$ cat src/rtl/apb_master_req_if.sv
// Command, APB and response signals of the APB requester, bundled with a
// master view (the requester) and a slave view (the bus/command environment).
interface apb_master_req_if #(
    parameter int DWIDTH = 8,
    parameter int AWIDTH = 8
);
    logic              cmd_valid;
    logic              cmd_ready;
    logic              cmd_write;
    logic [AWIDTH-1:0] cmd_addr;
    logic [DWIDTH-1:0] cmd_wdata;

    logic              PSEL;
    logic              PENABLE;
    logic              PWRITE;
    logic [AWIDTH-1:0] PADDR;
    logic [DWIDTH-1:0] PWDATA;
    logic [DWIDTH-1:0] PRDATA;
    logic              PREADY;
    logic              PSLVERR;

    logic              rsp_valid;
    logic [DWIDTH-1:0] rsp_rdata;
    logic              rsp_err;
    logic              rsp_timeout;

    // Debug view of the requester FSM: 0=IDLE, 1=SETUP, 2=ACCESS.
    logic [1:0]        fsm_state;

    modport master (
        input  cmd_valid, cmd_write, cmd_addr, cmd_wdata,
        input  PRDATA, PREADY, PSLVERR,
        output cmd_ready,
        output PSEL, PENABLE, PWRITE, PADDR, PWDATA,
        output rsp_valid, rsp_rdata, rsp_err, rsp_timeout,
        output fsm_state
    );

    modport slave (
        output cmd_valid, cmd_write, cmd_addr, cmd_wdata,
        output PRDATA, PREADY, PSLVERR,
        input  cmd_ready,
        input  PSEL, PENABLE, PWRITE, PADDR, PWDATA,
        input  rsp_valid, rsp_rdata, rsp_err, rsp_timeout,
        input  fsm_state
    );
endinterface

$ cat src/rtl/apb_master_req.sv
// APB requester: takes one command at a time, runs SETUP/ACCESS with wait
// states and timeout, and reports the outcome on a one-cycle response strobe.
module apb_master_req #(
    parameter int DWIDTH  = 8,
    parameter int AWIDTH  = 8,
    parameter int TIMEOUT = 16
) (
    input  logic PCLK,
    input  logic PRESET,
    apb_master_req_if.master bus
);
    // Command handshake: a command transfers on a PCLK edge where
    // cmd_valid & cmd_ready; cmd_ready is high only in IDLE and never in reset.
    // The response strobe has no backpressure.

    localparam int CW = (TIMEOUT < 1) ? 1 : $clog2(TIMEOUT + 1);
    localparam logic [CW:0] TO_LIMIT = (CW+1)'(TIMEOUT);

    typedef enum logic [1:0] {
        IDLE   = 2'd0,
        SETUP  = 2'd1,
        ACCESS = 2'd2
    } state_t;

    state_t            state, state_nxt;
    logic [CW-1:0]     wait_cnt, wait_cnt_nxt;
    logic [CW:0]       cnt_inc;
    logic              pwrite, pwrite_nxt;
    logic [AWIDTH-1:0] paddr, paddr_nxt;
    logic [DWIDTH-1:0] pwdata, pwdata_nxt;
    logic              rsp_valid, rsp_valid_nxt;
    logic [DWIDTH-1:0] rsp_rdata, rsp_rdata_nxt;
    logic              rsp_err, rsp_err_nxt;
    logic              rsp_timeout, rsp_timeout_nxt;

    always_ff @(posedge PCLK or posedge PRESET) begin
        if (PRESET) begin
            state       <= IDLE;
            wait_cnt    <= '0;
            pwrite      <= 1'b0;
            paddr       <= '0;
            pwdata      <= '0;
            rsp_valid   <= 1'b0;
            rsp_rdata   <= '0;
            rsp_err     <= 1'b0;
            rsp_timeout <= 1'b0;
        end else begin
            state       <= state_nxt;
            wait_cnt    <= wait_cnt_nxt;
            pwrite      <= pwrite_nxt;
            paddr       <= paddr_nxt;
            pwdata      <= pwdata_nxt;
            rsp_valid   <= rsp_valid_nxt;
            rsp_rdata   <= rsp_rdata_nxt;
            rsp_err     <= rsp_err_nxt;
            rsp_timeout <= rsp_timeout_nxt;
        end
    end

    always_comb begin
        state_nxt       = state;
        wait_cnt_nxt    = wait_cnt;
        pwrite_nxt      = pwrite;
        paddr_nxt       = paddr;
        pwdata_nxt      = pwdata;
        rsp_valid_nxt   = 1'b0;
        rsp_rdata_nxt   = rsp_rdata;
        rsp_err_nxt     = rsp_err;
        rsp_timeout_nxt = rsp_timeout;
        // One extra bit so the count can reach TIMEOUT without wrapping.
        cnt_inc         = {1'b0, wait_cnt} + (CW+1)'(1);

        case (state)
            IDLE: begin
                if (bus.cmd_valid) begin
                    state_nxt    = SETUP;
                    wait_cnt_nxt = '0;
                    pwrite_nxt   = bus.cmd_write;
                    paddr_nxt    = bus.cmd_addr;
                    pwdata_nxt   = bus.cmd_wdata;
                end
            end
            SETUP: begin
                state_nxt = ACCESS;
            end
            ACCESS: begin
                // A slave that answers on the last allowed cycle still wins.
                if (bus.PREADY) begin
                    state_nxt       = IDLE;
                    rsp_valid_nxt   = 1'b1;
                    rsp_rdata_nxt   = pwrite ? '0 : bus.PRDATA;
                    rsp_err_nxt     = bus.PSLVERR;
                    rsp_timeout_nxt = 1'b0;
                end else if ((TIMEOUT != 0) && (cnt_inc == TO_LIMIT)) begin
                    state_nxt       = IDLE;
                    rsp_valid_nxt   = 1'b1;
                    rsp_rdata_nxt   = '0;
                    rsp_err_nxt     = 1'b1;
                    rsp_timeout_nxt = 1'b1;
                end else begin
                    wait_cnt_nxt = cnt_inc[CW-1:0];
                end
            end
            default: begin
                state_nxt = IDLE;
            end
        endcase
    end

    // PSEL/PENABLE decode straight from the state register, so an async
    // reset drops the bus immediately.
    assign bus.PSEL        = (state != IDLE);
    assign bus.PENABLE     = (state == ACCESS);
    assign bus.cmd_ready   = (state == IDLE) && !PRESET;
    assign bus.PWRITE      = pwrite;
    assign bus.PADDR       = paddr;
    assign bus.PWDATA      = pwdata;
    assign bus.rsp_valid   = rsp_valid;
    assign bus.rsp_rdata   = rsp_rdata;
    assign bus.rsp_err     = rsp_err;
    assign bus.rsp_timeout = rsp_timeout;
    assign bus.fsm_state   = state;
endmodule

$ cat src/flat_wrapper.sv
// flat-port wrapper written by rule: the top's interface ports become plain ports
module apb_master_req_flat 
#(
    parameter int DWIDTH  = 8,
    parameter int AWIDTH  = 8,
    parameter int TIMEOUT = 16
)
  (PCLK, PRESET, bus_cmd_valid, bus_cmd_write, bus_cmd_addr, bus_cmd_wdata, bus_PRDATA, bus_PREADY, bus_PSLVERR, bus_cmd_ready, bus_PSEL, bus_PENABLE, bus_PWRITE, bus_PADDR, bus_PWDATA, bus_rsp_valid, bus_rsp_rdata, bus_rsp_err, bus_rsp_timeout, bus_fsm_state);
  apb_master_req_if #(.DWIDTH(DWIDTH), .AWIDTH(AWIDTH)) bus_i ();
  input  logic PCLK;
  input  logic PRESET;
  input wire logic [$bits(bus_i.cmd_valid)-1:0] bus_cmd_valid;
  input wire logic [$bits(bus_i.cmd_write)-1:0] bus_cmd_write;
  input wire logic [$bits(bus_i.cmd_addr)-1:0] bus_cmd_addr;
  input wire logic [$bits(bus_i.cmd_wdata)-1:0] bus_cmd_wdata;
  input wire logic [$bits(bus_i.PRDATA)-1:0] bus_PRDATA;
  input wire logic [$bits(bus_i.PREADY)-1:0] bus_PREADY;
  input wire logic [$bits(bus_i.PSLVERR)-1:0] bus_PSLVERR;
  output wire logic [$bits(bus_i.cmd_ready)-1:0] bus_cmd_ready;
  output wire logic [$bits(bus_i.PSEL)-1:0] bus_PSEL;
  output wire logic [$bits(bus_i.PENABLE)-1:0] bus_PENABLE;
  output wire logic [$bits(bus_i.PWRITE)-1:0] bus_PWRITE;
  output wire logic [$bits(bus_i.PADDR)-1:0] bus_PADDR;
  output wire logic [$bits(bus_i.PWDATA)-1:0] bus_PWDATA;
  output wire logic [$bits(bus_i.rsp_valid)-1:0] bus_rsp_valid;
  output wire logic [$bits(bus_i.rsp_rdata)-1:0] bus_rsp_rdata;
  output wire logic [$bits(bus_i.rsp_err)-1:0] bus_rsp_err;
  output wire logic [$bits(bus_i.rsp_timeout)-1:0] bus_rsp_timeout;
  output wire logic [$bits(bus_i.fsm_state)-1:0] bus_fsm_state;
  assign bus_i.cmd_valid = bus_cmd_valid;
  assign bus_i.cmd_write = bus_cmd_write;
  assign bus_i.cmd_addr = bus_cmd_addr;
  assign bus_i.cmd_wdata = bus_cmd_wdata;
  assign bus_i.PRDATA = bus_PRDATA;
  assign bus_i.PREADY = bus_PREADY;
  assign bus_i.PSLVERR = bus_PSLVERR;
  assign bus_cmd_ready = bus_i.cmd_ready;
  assign bus_PSEL = bus_i.PSEL;
  assign bus_PENABLE = bus_i.PENABLE;
  assign bus_PWRITE = bus_i.PWRITE;
  assign bus_PADDR = bus_i.PADDR;
  assign bus_PWDATA = bus_i.PWDATA;
  assign bus_rsp_valid = bus_i.rsp_valid;
  assign bus_rsp_rdata = bus_i.rsp_rdata;
  assign bus_rsp_err = bus_i.rsp_err;
  assign bus_rsp_timeout = bus_i.rsp_timeout;
  assign bus_fsm_state = bus_i.fsm_state;
  apb_master_req #(.DWIDTH(DWIDTH), .AWIDTH(AWIDTH), .TIMEOUT(TIMEOUT)) u_core (.PCLK(PCLK), .PRESET(PRESET), .bus(bus_i));
endmodule
$ cat config.mk
export PLATFORM = sky130hd
export DESIGN_NAME = apb_master_req_flat
export DESIGN_NICKNAME = d
export VERILOG_FILES = /design/src/rtl/apb_master_req_if.sv /design/src/rtl/apb_master_req.sv /design/src/flat_wrapper.sv
export SDC_FILE = /design/constraint.sdc
export NUM_CORES = 1
export LEC_CHECK = 0
export CAP_MARGIN = 20
export CORE_UTILIZATION = 44
export CTS_BUF_LIST = sky130_fd_sc_hd__clkbuf_4
export DETAILED_ROUTE_END_ITERATION = 8
export PLACE_DENSITY = 0.82
export REMOVE_ABC_BUFFERS = 1
export SLEW_MARGIN = 15
export SYNTH_ARGS = -nofsm -noshare
export SYNTH_HDL_FRONTEND = slang
export SYNTH_SLANG_ARGS = --single-unit
$ cat constraint.sdc
create_clock -name PCLK -period 1.97 [get_ports PCLK]
set_input_delay 0.394 -clock PCLK [delete_from_list [all_inputs] [get_ports PCLK]]
set_output_delay 0.394 -clock PCLK [all_outputs]
set_load 0.02 [all_outputs]
==> qor.yml <==
drive_above_1_share_pct: 9.607
finalCriticalPeriod_ns: 1.879
worstPathArrival_ns: 1.48
num_rows: 21
power.density_nw_per_um2: 1472
root_buffer: "clkbuf_4"
crit_type: "reg2out"
io_pins: 63
grt_max_degree: 36
antennaDiodeCount: 0
vdd_ir_drop_max_mv: 0.9848
grt_util_all_layers_pct: 22.42
timing.fmax_mhz: 532.2
synth_cell_types: 35
reg2reg_depth: 4
cp.required_ns: 1.58
syn_inst: 158
drc: 0
syn_area_sq_um: 1541
yosysSeqAreaShare_pct: 56.82
dr.pass1.iters: 4
syn2layout_area_growth_pct: 48.54
start_util_pct: 46.19
drtIter0Drc: 51
post-dp-hpwl_mm: 2.698
port-buffer-count: 62
status: "finished clean"
grt_pass1_wl_mm: 6.037
r2r-start: "u_core.wait_cnt[0]"
num_vias: 1396
vias_per_cell: 5.076
setup_tns_ns: 0
cts_tree: "done"
leakage_nw: 1.045
max_cap_violations: 0
grt_remaining_overflow: 0
tightest_slew_ns: 0.4673
postCtsSetupBuffers: 0
fin_crit_sh_pct: 95.38
start_kind: "flip-flop"
dieHeight_um: 61.19
design.core.area_sq_um: 3337
finClkSkew_ns: 0.007240
cts_max_level: 2
cts_buffer_depth: 2
rsz0062_at_grt: "false"
relSlewSlack_pct: 68.73
holdWs_ns: 0.4735
antenna_found_initial: 0
post_drt_wl_per_cell_um: 13.44
final_antenna_net_count: 0
mostFrequentLayoutCell: "clkdlybuf4s50_1"
place.gp.congestion: 0.7683
clock_sinks: 35
cts_buffers: 5
r2r_end: "u_core.wait_cnt[0]"
cp_max_fo: 6
yosys_register_bits: 35
routed_wl_mm: 3.695
holdCritPathClass: "in2async"
clk_latency_ns: 0.34
die_area_sq_um: 3744
setup_viol: 0
nNetsFinal: 259
grt_pass1_vias: 1321
critPathCaptureType: "output port"
maxSlewViolCount: 0
die_x_um: 61.19
reg2reg_slack_ns: 0.35
final_cell_mix: "clkdlybuf4s50_1, nand2_1, dfrtp_1"
yosys_warnings: 0
syn_avg_cell_area_sq_um: 9.756
hold_viol_final: 0
path_clk_slew_ns: 0.10
==> Yosys cell counts (all sizes together) <==
master	count	area share [%]
ha	1	0.81
nor2b	2	0.81
nand4	1	0.41
o221a	1	0.73
or3b	1	0.57
o21ai	4	1.3
and3	2	0.81
clkbuf	3	0.73
a21oi	5	2.1
and4b	1	0.65
or2	2	0.97
o22ai	1	0.41
nand2b	1	0.41
a31oi	1	0.41
buf	3	1.4
nand2	58	14
a221o	1	0.65
and2	1	0.41
a22o	8	4.5
nor2	4	0.97
o21a	1	0.49
inv	5	1.2
o2111ai	1	0.57
a31o	9	5.1
o211ai	1	0.49
nand3b	1	0.49
nor3	2	0.65
dfrtp	35	57
a211oi	2	0.97
==> per-stage QoR <==
step / utilization, % / instances / power (mW) / setup slack, ns / cell area, sq um
after detailed placement: 67.12 / 267 / 3.027 / 0.05474 / 2240
after floorplan: - / 152 / 2.141 / 0.06505 / 1509
after CTS: 68.58 / 275 / 3.395 / 0.04674 / 2288
after global routing: 68.62 / 275 / 3.602 / 0.007033 / 2290
final: 68.62 / 275 / 3.370 / 0.09101 / 2290
after global placement: 67.12 / 267 / 2.971 / 0.05724 / 2240
==> cell families after synthesis <==
| logic type | count (synthesis) | synth area share (%) |
|---|---|---|
| and+or+nand+nor | 76 | 21.27 |
| AOI/OAI and AO/OA | 35 | 17.78 |
| DFF | 35 | 56.82 |
| buffers and inverters | 11 | 3.328 |
| adders and majority gates | 1 | 0.8116 |
==> worst max-delay path, stage by stage, from the launching register on <==
cell and delay (ns):
dfrtp_1 0.43, or2_2 0.32, nor2_1 0.10, clkdlybuf4s15_1 0.30
==> metal layers <==
layer	global-route usage [%]	vias to the layer above	wire, um
met5	0	-	0
met3	8.193	7	267
met4	8.766	0	56
met1	29.85	663	1674
li1	-	680	-
met2	33.39	46	1697
==> state kept, by name, indices dropped and copies added (netlist names) <==
| name | cells |
|---|---|
| u_core.bus.PADDR | 8 |
| u_core.bus.PWDATA | 8 |
| u_core.bus.rsp_rdata | 8 |
| u_core.wait_cnt | 5 |
| u_core.bus.fsm_state | 2 |
| u_core.bus.PWRITE | 1 |
| u_core.bus.rsp_err | 1 |
| u_core.bus.rsp_timeout | 1 |
| u_core.bus.rsp_valid | 1 |
==> worst max path at each step <==
stage / startpoint / end / cells after the start
floorplan: u_core.bus.fsm_state[0] / u_core.wait_cnt[0] / 4
global placement: PRESET / bus_cmd_ready / 3
detailed placement: PRESET / bus_cmd_ready / 3
CTS: u_core.bus.fsm_state[0] / bus_cmd_ready / 3
global route: u_core.bus.fsm_state[0] / bus_cmd_ready / 3
finish: u_core.bus.fsm_state[0] / bus_cmd_ready / 3
==> power by group <==
group          internal, mW  leakage (nW)  switching [mW]  total, mW
Clock                 0.146        0.0307           0.229      0.374
Combinational         0.884         0.589           0.897       1.78
Sequential             1.01         0.425           0.203       1.21
Total                  2.04          1.04            1.33       3.37
==> cell type report <==
cell class                      instances  area (sq um)
Fill cell                             260          1047
Sequential cell                        35         875.8
Timing Repair Buffer                   69         670.6
Multi-Input combinational cell        112         614.3
Tap cell                               46         57.56
Clock buffer                            6         45.04
Inverter                                5         18.77
Clock inverter                          2         7.507
==> repair_timing <==
action / 4_1_cts / 5_1_grt
hold buffers: 0 / 0
gates resized for setup: 3 / 1
setup endpoints to repair: 3 / 1
cloned: 0 / 0
endpoints found under the hold margin: 0 / 0
(Power assumes the default switching activity.)
